File: src/rtl/tca9539_master.sv
// I2C master for TCA9539 register transactions. It runs one command at a time: a 1/2-byte
// register write, or a pointer set followed by a 1/2-byte read. It returns read data and
// whether the slave NACKed any byte.
module tca9539_master #(
  parameter int unsigned CLK_DIV = 4
) (
  input  logic        clk,
  input  logic        reset_n,
  output logic        scl,
  input  logic        sda_i,
  output logic        sda_o,
  output logic        sda_oe_n,
  input  logic        cmd_valid,
  output logic        cmd_ready,
  input  logic        cmd_rw,
  input  logic [1:0]  cmd_addr_sel,
  input  logic [2:0]  cmd_reg,
  input  logic        cmd_len,
  input  logic [15:0] cmd_wdata,
  output logic        rsp_valid,
  output logic        rsp_nack,
  output logic [15:0] rsp_rdata,
  output logic        busy
);

  localparam int unsigned DivW = (CLK_DIV > 1) ? $clog2(CLK_DIV) : 1;
  localparam logic [DivW-1:0] DivLast = DivW'(CLK_DIV - 1);

  typedef enum logic [3:0] {
    StIdle, StStart, StTxByte, StAck, StRestart, StRxByte, StMack, StStop, StDone
  } state_e;

  state_e state_q, state_d;

  logic [DivW-1:0] div_q;
  logic [1:0]      qtr_q;
  logic [2:0]      bit_q;
  logic [2:0]      byte_q;   // 0 addr(w), 1 reg, 2 data0 / addr(r), 3 data1 / rx0, 4 rx1
  logic            lead_q;   // the cycle right after acceptance; the bus is still idle
  logic            rw_q;
  logic            len_q;
  logic [1:0]      addr_q;
  logic [2:0]      reg_q;
  logic [15:0]     wdata_q;
  logic            ack_q;    // sampled ACK bit, 1 = NACK
  logic            err_q;
  logic [15:0]     rdata_q;

  logic       accept;
  logic       ticking;
  logic       q_end;
  logic       sample;
  logic       slot_end;
  logic [2:0] last_idx;
  logic       last_byte;
  logic [7:0] tx_byte;

  assign accept    = cmd_valid && (state_q == StIdle);
  assign ticking   = (state_q != StIdle) && (state_q != StDone) && !lead_q;
  assign q_end     = ticking && (div_q == DivLast);
  assign sample    = q_end && (qtr_q == 2'd2);
  assign slot_end  = q_end && (qtr_q == 2'd3);
  assign last_idx  = rw_q ? (3'd3 + {2'b00, len_q}) : (3'd2 + {2'b00, len_q});
  assign last_byte = (byte_q == last_idx);

  // Byte to transmit for the current byte index
  always_comb begin
    tx_byte = 8'h00;
    case (byte_q)
      3'd0:    tx_byte = {5'b11101, addr_q, 1'b0};
      3'd1:    tx_byte = {5'b00000, reg_q};
      3'd2:    tx_byte = rw_q ? {5'b11101, addr_q, 1'b1} : wdata_q[7:0];
      3'd3:    tx_byte = wdata_q[15:8];
      default: tx_byte = 8'h00;
    endcase
  end

  // State register
  always_ff @(posedge clk or negedge reset_n) begin
    if (!reset_n) begin
      state_q <= StIdle;
    end else begin
      state_q <= state_d;
    end
  end

  // Next-state logic; every bus state advances only at the end of its slot
  always_comb begin
    state_d = state_q;
    unique case (state_q)
      StIdle:    if (accept) state_d = StStart;
      StStart:   if (slot_end) state_d = StTxByte;
      StTxByte:  if (slot_end && bit_q == 3'd7) state_d = StAck;
      StAck: begin
        if (slot_end) begin
          if (ack_q || last_byte)           state_d = StStop;
          else if (rw_q && byte_q == 3'd1)  state_d = StRestart;
          else if (rw_q && byte_q == 3'd2)  state_d = StRxByte;
          else                              state_d = StTxByte;
        end
      end
      StRestart: if (slot_end) state_d = StTxByte;
      StRxByte:  if (slot_end && bit_q == 3'd7) state_d = StMack;
      StMack:    if (slot_end) state_d = last_byte ? StStop : StRxByte;
      StStop:    if (slot_end) state_d = StDone;
      StDone:    state_d = StIdle;
      default:   state_d = StIdle;
    endcase
  end

  // Bus pin and handshake outputs decoded from state and quarter
  always_comb begin
    scl      = 1'b1;
    sda_oe_n = 1'b1;
    unique case (state_q)
      StStart: sda_oe_n = ~qtr_q[1];
      StTxByte: begin
        scl      = qtr_q[1];
        sda_oe_n = tx_byte[3'd7 - bit_q];
      end
      StAck, StRxByte: scl = qtr_q[1];
      StRestart: begin
        scl      = (qtr_q != 2'd0);
        sda_oe_n = ~qtr_q[1];
      end
      StMack: begin
        scl      = qtr_q[1];
        sda_oe_n = last_byte;
      end
      StStop: begin
        scl      = qtr_q[1];
        sda_oe_n = (qtr_q == 2'd3);
      end
      default: begin
        scl      = 1'b1;
        sda_oe_n = 1'b1;
      end
    endcase
  end

  assign sda_o     = 1'b0;
  assign cmd_ready = (state_q == StIdle);
  assign busy      = (state_q != StIdle);
  assign rsp_valid = (state_q == StDone);

  // Command latch, slot timing counters, bit/byte indices and receive capture
  always_ff @(posedge clk or negedge reset_n) begin
    if (!reset_n) begin
      div_q   <= '0;
      qtr_q   <= '0;
      bit_q   <= '0;
      byte_q  <= '0;
      lead_q  <= 1'b0;
      rw_q    <= 1'b0;
      len_q   <= 1'b0;
      addr_q  <= '0;
      reg_q   <= '0;
      wdata_q <= '0;
      ack_q   <= 1'b0;
      err_q   <= 1'b0;
      rdata_q <= '0;
    end else if (accept) begin
      div_q   <= '0;
      qtr_q   <= '0;
      bit_q   <= '0;
      byte_q  <= '0;
      lead_q  <= 1'b1;
      rw_q    <= cmd_rw;
      len_q   <= cmd_len;
      addr_q  <= cmd_addr_sel;
      reg_q   <= cmd_reg;
      wdata_q <= cmd_wdata;
      err_q   <= 1'b0;
      rdata_q <= '0;
    end else begin
      lead_q <= 1'b0;
      if (ticking) begin
        div_q <= q_end ? '0 : div_q + DivW'(1);
        if (q_end) qtr_q <= qtr_q + 2'd1;
      end
      if (sample && state_q == StAck) ack_q <= sda_i;
      if (sample && state_q == StRxByte) rdata_q[{(byte_q == 3'd4), ~bit_q}] <= sda_i;
      if (slot_end) begin
        if (state_q == StTxByte || state_q == StRxByte) bit_q <= bit_q + 3'd1;
        if ((state_q == StAck || state_q == StMack) && state_d != StStop) begin
          byte_q <= byte_q + 3'd1;
        end
        if (state_q == StAck && ack_q) err_q <= 1'b1;
      end
    end
  end

  // Response registers, updated on entry to DONE and held until the next response
  always_ff @(posedge clk or negedge reset_n) begin
    if (!reset_n) begin
      rsp_nack  <= 1'b0;
      rsp_rdata <= '0;
    end else if (state_q == StStop && slot_end) begin
      rsp_nack  <= err_q;
      rsp_rdata <= err_q ? 16'h0000 : rdata_q;
    end
  end

endmodule

File: config.mk
export PLATFORM = sky130hd
export DESIGN_NAME = tca9539_master
export DESIGN_NICKNAME = d
export VERILOG_FILES = /design/src/rtl/tca9539_master.sv
export SDC_FILE = /design/constraint.sdc
export NUM_CORES = 1
export LEC_CHECK = 0
export BUFFER_PORTS_ARGS = -buffer_cell sky130_fd_sc_hd__buf_2
export CORE_MARGIN = 1.5
export CORE_UTILIZATION = 53
export DETAILED_ROUTE_END_ITERATION = 12
export GPL_ROUTABILITY_DRIVEN = 0
export GPL_TIMING_DRIVEN = 0
export PLACE_DENSITY_LB_ADDON = 0.25
export SLEW_MARGIN = 15
export SYNTH_ARGS = -nofsm -noshare
export SYNTH_HDL_FRONTEND = slang
export SYNTH_SLANG_ARGS = --single-unit
File: constraint.sdc
create_clock -name clk -period 1.83 [get_ports clk]
set_input_delay 0.183 -clock clk [delete_from_list [all_inputs] [get_ports clk]]
set_output_delay 0.183 -clock clk [all_outputs]
set_load 0.05 [all_outputs]
* Word level (Yosys, flattened, before mapping)
Index checks and enable logic that the tools add are counted.
** Storage, ports and cells
- Output and inout port bits :: 23
- Bits in registers :: 73
- Input port bits :: 27
- Memories :: 0
- Logic and storage cells :: 126
- RAM bits :: 0
- ROM bits :: 0
- Latch bits :: 0
** Operators by class
- Magnitude comparators :: 3
- Reductions and logical operators :: 37
- Shifts and indexed selects :: 0
- Bitwise operators :: 3
- Muxes and demuxes :: 41
- Multipliers :: 0
- Equality and inequality tests :: 19
- Div/mod/pow operators :: 0
- $add $sub $neg :: 7
** Operators with widths (number)
- $mux 16 :: 3
- $pmux 8 s4 :: 1
- $mux 3 :: 10
- $mux 4 :: 7
- $pmux 4 s7 :: 1
- $bwmux 16 :: 1
- $eq 4x3->1 const B :: 4
- $reduce_bool 2->1 :: 8
- $logic_and 1x1->1 :: 15
- $mux 2 :: 7
- $reduce_and 2->1 :: 5
- $eq 4x2->1 const B :: 2
- $mux 8 :: 1
- $add 2x1->3 const A :: 2
- $add 3x1->3 const B :: 2
- $eq 2x2->1 const B :: 3
- $eq 3x2->1 const B :: 2
- $eq 3x3->1 const B :: 2
- $mux 1 :: 6
- $lt 4x5->1 const B :: 1
- $reduce_or 5->1 :: 1
- $add 2x1->2 const B :: 2
- $demux 1 s4 :: 1
- $eq 4x1->1 const B :: 1
- 19 further kinds :: 22

* Depth between registers and ports, before layout
Gate-level depths: netlist (run 1).
- Depth after elaboration :: 13
- Gate-level depth with buffers :: 8
- Mapped depth without buffers :: 7

* Worst setup path before layout (run 1)
Ideal clock, no wire load.
- Path kind :: flip-flop to output port
- From :: reg byte_q[0]
- To :: out sda_oe_n
- Buffers on the path :: 0
- Stages on the path, launching flop included :: 8
- Data arrival time :: 2.134 ns
- Slack :: -0.487 ns
- Data required time :: 1.647 ns
- Cell sequence :: dfrtp_1 > inv_1 > ha_1 > nor2b_1 > o21ai_0 > a41oi_1 > a2bb2oi_1 > o211ai_1
** Between the ends
- Word-level cells in the longest chain between the ends :: 5
- Elaborated cells between the ends (all ways) :: 9
- Classes of those cells :: eq/ne (4); mux (4); reduce/logical (1)
** Ends and longest elaborated chain
- start: declaration :: RTL line 38 : logic [2:0] byte_q;
- start signal: assignment :: RTL line 186 : byte_q <= byte_q + 3'd1;
- $eq 3x2->1, or another cell as far along :: RTL line 69 : case (byte_q)
- $pmux 8 s4 :: RTL line 69
- $bmux 1 s3 :: RTL line 119 : sda_oe_n = tx_byte[3'd7 - bit_q];
- $mux 1 (not written as such) :: RTL line 119
- $pmux 1 s4 * :: RTL line 115 : unique case (state_q)
- end: declaration :: RTL line 12 : output logic sda_oe_n,
Mark *: on every way between the ends. The rest lies on a longest branch, timed or not. The select of a mux whose other input is x is not followed.

* Worst setup path in the final report (run 1)
Same ends and word-level chain as after synthesis.

==> results of run 1 <==
worst max-delay path: stages (launching register included):
cell      delay (ps)
dfrtp_2          460
inv_4             70
ha_4             180
nor2b_4          140
a22o_1           190
or3_1            300
o211ai_1         100
o211ai_1         130
buf_4            220
area by class of cell:
cell class | count | area [um^2] | share of cell area
Clock inverter | 7 | 93.8 | 0.0178
Multi-Input combinational cell | 288 | 2340 | 0.445
Buffer | 24 | 248 | 0.0470
Clock buffer | 9 | 124 | 0.0235
Sequential cell | 73 | 1830 | 0.348
Tap cell | 99 | 124 | 0.0235
Timing Repair Buffer | 69 | 440 | 0.0835
Inverter | 16 | 65.1 | 0.0123
kinds of logic after synthesis:
kind of cell / count (synthesis) / share of synthesized area
simple gates: 168 / 0.213
flops: 73 / 0.446
compound gates: 58 / 0.0914
buf+inv: 40 / 0.0645
mux: 39 / 0.121
fa+ha+maj: 16 / 0.0489
xor+xnor: 6 / 0.0128
other cells: 1 / 0.000917
per-stage QoR:
stage	utilization	cell area, um^2	std cells	hold WS [ps]	power, uW
CTS	0.672	4960	571	49.7	5350
global placement	0.618	4550	547	413	3720
floorplan	-	4190	401	-113	3350
detailed placement	0.622	4580	548	56.0	3770
global route	0.715	5270	585	53.3	6090
finish	0.715	5270	585	59.3	5800
cell usage in the layout (no fill, tap or decap), drive strengths merged, types with 3 or more instances in the layout:
master,n
and2,4
nand3,14
ha,16
nor2b,5
a31oi,4
dfrtp,73
inv,17
a21oi,20
o32ai,3
buf,88
nand2b,3
and3,3
mux2,25
mux2i,14
nor2,24
clkbuf,13
nor3,13
o21ai,12
nand3b,18
or3,3
nand2,70
xnor2,5
registers in the layout (all words and copies together) (netlist names):
register,count
ack_q,1
addr_q,2
bit_q,3
byte_q,3
div_q,2
err_q,1
lead_q,1
len_q,1
qtr_q,2
rdata_q,16
reg_q,3
rsp_nack,1
rsp_rdata,16
rw_q,1
state_q,4
wdata_q,16
routing by layer:
metal  wire length, um  part of all wire  global-route usage
met1              4240              0.46               0.305
met2              4450              0.48               0.373
met3               462             0.050              0.0631
met4               144             0.015              0.0820
met5                 0                 0                   0
power breakdown:
group / switching [uW] / internal, uW / total [uW]
registers: 97.1 / 1720 / 1820
clock network: 628 / 767 / 1390
logic: 1450 / 1130 / 2580
repair_timing:
| action | CTS | global route |
|---|---|---|
| hold buffers | 1 | 0 |
| endpoints found under the hold margin | 49 | 0 |
| setup endpoints to repair | 19 | 37 |
| pin swaps | 3 | 12 |
| buffers inserted | 6 | 14 |
| resized for setup | 22 | 47 |
worst paths after layout:
kind | cells past startpoint | slack (ps) | end
min reg2reg | 2 | 470 | rsp_rdata[0]$_DFFE_PN0P_
max in group asynchronous | 3 | 1040 | qtr_q[0]$_DFFE_PN0P_
max reg2reg | 7 | -60 | byte_q[2]$_DFFE_PN0P_
min | 2 | 60 | wdata_q[10]$_DFFE_PN0P_
max | 8 | -500 | sda_oe_n
min in group asynchronous | 2 | 240 | rdata_q[1]$_DFFE_PN0P_
==> results by group, run 1 <==
Critical path
  – Critical path fanouts, max: 6
  – Crit. End Element: output pin
  – Worst Setup SP: byte_q[0]$_DFFE_PN0P_
  – Origin of the critical flop-to-flop path: rw_q$_DFFE_PN0P_
  – Critical Path Source Type: flip-flop
  – Kind of critical path: reg -> out
  – Worst path arrival time: 2150 ps
  – Critical path required time: 1650 ps

Cells and area
  – Layout area overhead: 28.9%
  – Layout cell share with drive strength beyond 1: 0.393
  – Nets@finish: 524
  – N_diodes: 0
  – Fillcell total: 538

Outcome
  – Status: finished, violations left
  – Failing checks: setup timing

Placed design
  – I/O Buffers: 47
  – Pre-CTS setup slack: -255 ps
  – HPWL after DPL: 6160 um

Global routing
  – Total track usage: 0.233
  – Initial antenna violation count: 0
  – First-pass GRT wire length: 15,200 um
  – Vias in the first global route: 3,207
  – GRT overflow: 0
  – Largest net degree at the start of global routing: 60

STA
  – Fin Clk Skew: 8.83 ps
  – Setup_tns: -577 ps
  – Final min period: 2330 ps
  – Crit share post-route: 1.27
  – Max Freq: 429 MHz
  – RSZ-0062 raised after global routing: true
  – Final number of hold-violating endpoints: 0
  – Endpoints failing setup: 3
  – Slew Limit Fails: 0
  – Post-route worst setup slack: -501 ps

Power
  – VDD IR max: 0.000518 V
  – Leakage: 0.00253 uW
  – PwrDens: 1100 mW/mm^2

Clock network
  – Sink Count: 73
  – Num CTS Buffers: 9
  – Worst-skew pair later-pin latency: 350 ps
  – Clock transition at the registers of the reported paths: 80 ps
  – Clock Path Buffers: 2
  – H-tree levels: 3
  – CTS Root Cell: clkbuf_8
  – CTS tree: built

Detailed routing
  – Post-DR wirelength/cell: 15.9 um
  – Post-DR vias/cell: 5.48
  – DRT Wirelength: 9290 um
  – Routed Antenna Nets: 0
  – Vias: 3,208
  – Residual DRC: 0
  – Pre-Repair DR Iteration Count: 5
  – Initial drt markers: 167

Die
  – Die width: 90.9 um
  – Starting Density: 0.555
  – Die H: 90.9 um
  – IO Count: 50
  – Die ar.: 0.00826 mm^2
  – Core Area: 0.00737 mm^2
  – Floorplan row count: 31

Yosys
  – Post-synth top flop: dfrtp_1
  – Synth area leaders: dfrtp_1 (45%), mux2_4 (7.3%), nand2_1 (6.4%), ha_1 (4.9%), mux2i_1 (3.4%)
  – Top cell type by total area after synthesis: dfrtp_1
  – YS warnings: 0
  – Mapped Area: 0.00409 mm^2
  – Post-synth ARST share: 1.00
  – Syn Area/Cell: 10.2 um^2
  – Synth cell count leaders: dfrtp_1 (73), nand2_1 (70), nor2_1 (24)
  – Number of enable flip-flop cells after synthesis: 0
  – Distinct cell type count after synthesis: 58
  – Yosys reg bits: 73
  – Top cell type's share of synthesized area: 0.446
  – Cell with the most instances after synthesis: dfrtp_1
  – Share of synthesized area occupied by flip-flops and latches: 0.446
  – Syn Nets: 444
  – Synthesized instance count: 401

Min path
  – Hold Path Class: in -> reg
  – Hold wc startpoint: cmd_wdata[10]

Flow run
  – Max-Cap Viols: 0
Note: power is estimated with default switching activity, not from simulation.
==> run 2: changes to the inputs <==
Settings changed: ABC_AREA from default to 1, CORE_UTILIZATION 53 to 55.
Clock period 1.83 ns to 3 ns, I/O delays scaled along.
==> run 2 against run 1 <==
- the run now ends clean
- cell area down 16%
- sequential share of layout area up 6.3 points
- sequential power down 45%
- die area down 10%
- register-to-register slack better by 960 ps
- synthesized area down 6.9%
==> results by group, run 2 <==
Outcome
  – Status: completed

Yosys
  – Main combinational cell family by area after synthesis: simple AND/OR/NAND/NOR gates
  – Multiplexer share of the synthesized area: 0.00296 (-0.118)
  – Synth Area in Simple Gates: 0.258 (+0.0445)
  – Mapped Area: 0.00381 mm^2 (-6.9%)
  – Cell with the most instances after synthesis: nand2_1
  – Distinct cell type count after synthesis: 34 (-41%)
  – Top cell type by total area after synthesis: dfrtp_1
  – Syn Area/Cell: 7.90 um^2 (-23%)
  – Yosys reg bits: 73 (unchanged)
  – Top cell type's share of synthesized area: 0.480 (+0.0333)
  – Post-synth ARST share: 1.00 (unchanged)
  – Adder-Cell Fraction of Synth Area: 0.0526 (+0.00365)
  – Synthesized instance count: 482 (+20%)
  – Number of enable flip-flop cells after synthesis: 0 (unchanged)
  – Syn Nets: 525 (+18%)
  – Post-synth top flop: dfrtp_1
  – Synth Area in Compound Gates: 0.116 (+0.0242)
  – Share of synthesized area occupied by flip-flops and latches: 0.480 (+0.0333)
  – Synth area leaders: dfrtp_1 (48%), nand2_1 (14%), o21ai_0 (7.6%), inv_1 (6.3%), ha_1 (5.3%)
  – Synth cell count leaders: nand2_1 (143), dfrtp_1 (73), inv_1 (64)
  – Post-Synth XOR/XNOR Area: 0.00230 (-0.0105)
  – YS warnings: 0 (unchanged)

Critical path
  – Critical path fanouts, max: 8 (+2)
  – Crit. End Element: output pin
  – Worst path arrival time: 2450 ps (+300 ps)
  – CP most frequent cell: nand2_1
  – Kind of critical path: reg -> out
  – Crit-path slowest cell: dfrtp_1
  – Critical Path Source Type: flip-flop
  – CP cell instances: ha_1, ha_1, clkbuf_1, a22o_1, nand2_1, nand3_1, o21ai_0, nand2_1, nand3_1, nand2_1, buf_2
  – Critical path required time: 2700 ps (+1050 ps)
  – Max incr delay on CP: 450 ps (about the same)

Global routing
  – First-pass GRT wire length: 14,000 um (-7.9%)
  – GRT overflow: 0 (unchanged)
  – Largest net degree at the start of global routing: 40 (-33%)
  – Total track usage: 0.239 (+0.00580)
  – Initial antenna violation count: 0 (unchanged)
  – Vias in the first global route: 3,114 (-2.9%)

Detailed routing
  – Wire length on met3: 363 um (-21%)
  – Met2 Routed Length: 3970 um (-11%)
  – Routed Antenna Nets: 0 (unchanged)
  – DRT met1 WL: 3780 um (-11%)
  – Pre-Repair DR Iteration Count: 5 (unchanged)
  – Initial drt markers: 195 (+17%)
  – Vias: 3,364 (+4.9%)
  – Post-DR vias/cell: 5.36 (-2.3%)
  – Residual DRC: 0 (unchanged)
  – Top Metal Used: met4
  – Post-DR wirelength/cell: 13.1 um (-17%)
  – DRT Wirelength: 8250 um (-11%)

Power
  – Internal: 1660 uW (-54%)
  – Clock share of power: 0.488 (+0.247)
  – Reg power frac: 0.480 (+0.166)
  – Leakage: 0.00245 uW (-3.4%)
  – PwrDens: 468 mW/mm^2 (-57%)
  – VDD IR max: 0.000252 V (-51%)
  – Total power: 2080 uW (-64%)
  – Switch share: 0.202 (-0.174)
  – Switch Pwr: 420 uW (-81%)
  – Combinational power share: 0.032 (-0.413)

Cells and area
  – Final Cell Area: 0.00445 mm^2 (-16%)
  – Nets@finish: 586 (+12%)
  – Layout area overhead: 16.8%
  – Area occupied by multi-input gates: 0.00165 mm^2 (-30%)
  – N_diodes: 0 (unchanged)
  – Register Area: 0.00183 mm^2 (-0.34%)
  – Most frequent cells in the layout: nand2_1 (143), dfrtp_1 (73), inv_1 (64)
  – Largest registers: rdata_q (16), rsp_rdata (16), wdata_q (16)
  – Layout cell share with drive strength beyond 1: 0.159 (-0.234)
  – Fillcell total: 590 (+9.7%)
  – Commonest non-fill, non-tap cell in the layout: nand2_1

STA
  – Setup_tns: 0 ps (+577 ps)
  – Final number of hold-violating endpoints: 0 (unchanged)
  – Final min period: 2750 ps
  – Post-route worst setup slack: 255 ps (+756 ps)
  – Fin Clk Skew: 9.54 ps (+0.716 ps)
  – Max Freq: 364 MHz
  – Hold Slack: 138 ps (+78.3 ps)
  – Crit share post-route: 0.915
  – RSZ-0062 raised after global routing: false
  – Slew Limit Fails: 0 (unchanged)
  – Endpoints failing setup: 0 (-3)

Clock network
  – CTS Hold Bufs: 1 (unchanged)
  – CTS tree: built
  – Sink Count: 73 (unchanged)
  – Clock transition at the registers of the reported paths: 80 ps (about the same)
  – Worst-skew pair later-pin latency: 350 ps (about the same)
  – Resized Gates After CTS: 0 (-100%)
  – Setup bufs post-CTS: 0 (-6)
  – CTS Root Cell: clkbuf_8
  – H-tree levels: 3 (unchanged)
  – Num CTS Buffers: 9 (unchanged)
  – Clock Path Buffers: 2 (unchanged)

Die
  – Core Area: 0.00676 mm^2 (-8.3%)
  – Floorplan row count: 30 (-3.2%)
  – Die H: 86.2 um (-5.1%)
  – Die width: 86.2 um (-5.1%)
  – IO Count: 50 (unchanged)
  – Starting Density: 0.564 (+0.00834)
  – Die ar.: 0.00743 mm^2 (-10%)

Min path
  – Hold Path Class: in -> reg

Flow run
  – Max-Cap Viols: 0 (unchanged)

Placed design
  – Post-DP Area: 0.00417 mm^2 (-9.0%)
  – HPWL after DPL: 5930 um (-3.8%)
  – Pre-CTS setup slack: 647 ps (+902 ps)
  – I/O Buffers: 48 (+2.1%)
==> run 2: kinds of logic (layout without fill, tap and decap cells) <==
| logic type | Yosys count | count (layout) |
|---|---|---|
| other | 1 | 1 |
| AOI/OAI and AO/OA | 83 | 83 |
| adders and majority gates | 16 | 16 |
| and+or+nand+nor | 225 | 225 |
| buffers and inverters | 82 | 148 |
| xor gates and xnor gates | 1 | 1 |
| DFF | 73 | 73 |
| muxes | 1 | 1 |
==> run 2: power by group through the flow <==
stage | clock, uW | sequential, uW | combinational (uW)
after floorplan | 0 | 1020 | 23.0
after global placement | 0 | 1020 | 62.0
after CTS | 1020 | 998 | 69.5
final | 1020 | 998 | 67.6
after detailed placement | 0 | 1020 | 68.1
after global routing | 1070 | 999 | 78.8
==> run 2: routing by layer <==
layer / vias to the layer above / global-route usage
li1: 1667 / -
met1: 1577 / 0.317
met2: 104 / 0.402
met3: 16 / 0.0333
met4: 0 / 0.0880
met5: - / 0
==> run 2: final cells by class <==
cell class	count	share of cell area
multi-input combinational	327	0.370
sequential	73	0.411
buffer	15	0.0186
clock inverter	6	0.0310
clock buffer	10	0.0287
timing repair buffer	50	0.0614
tap	80	0.0225
inverter	67	0.0566
==> run 2: path summary, 6_finish.rpt <==
kind,startpoint,endpoint,slack (ps),depth (start not counted)
hold / removal,cmd_addr_sel[0],addr_q[0]$_DFFE_PN0P_,140,3
setup / recovery,byte_q[0]$_DFFE_PN0P_,sda_oe_n,250,11
setup reg to reg,rw_q$_DFFE_PN0P_,byte_q[0]$_DFFE_PN0P_,900,12
max in group asynchronous,reset_n,rdata_q[15]$_DFFE_PN0P_,2010,3
min in group asynchronous,reset_n,rsp_rdata[5]$_DFFE_PN0P_,430,2
hold reg to reg,rsp_rdata[7]$_DFFE_PN0P_,rsp_rdata[7]$_DFFE_PN0P_,480,2
==> run 2: worst max-delay path, delay by kind of cell, from the launching register on <==
kind                       cells  cell delay, ps
buffers and inverters          2             420
AOI/OAI and AO/OA              2             460
and+or+nand+nor                5             360
adders and majority gates      2             400
DFF                            1             450
==> run 2: through the flow <==
stage	instances	utilization
final	628	0.658
after global routing	628	0.658
after CTS	628	0.658
after detailed placement	611	0.617
after global placement	610	0.614
after floorplan	482	-
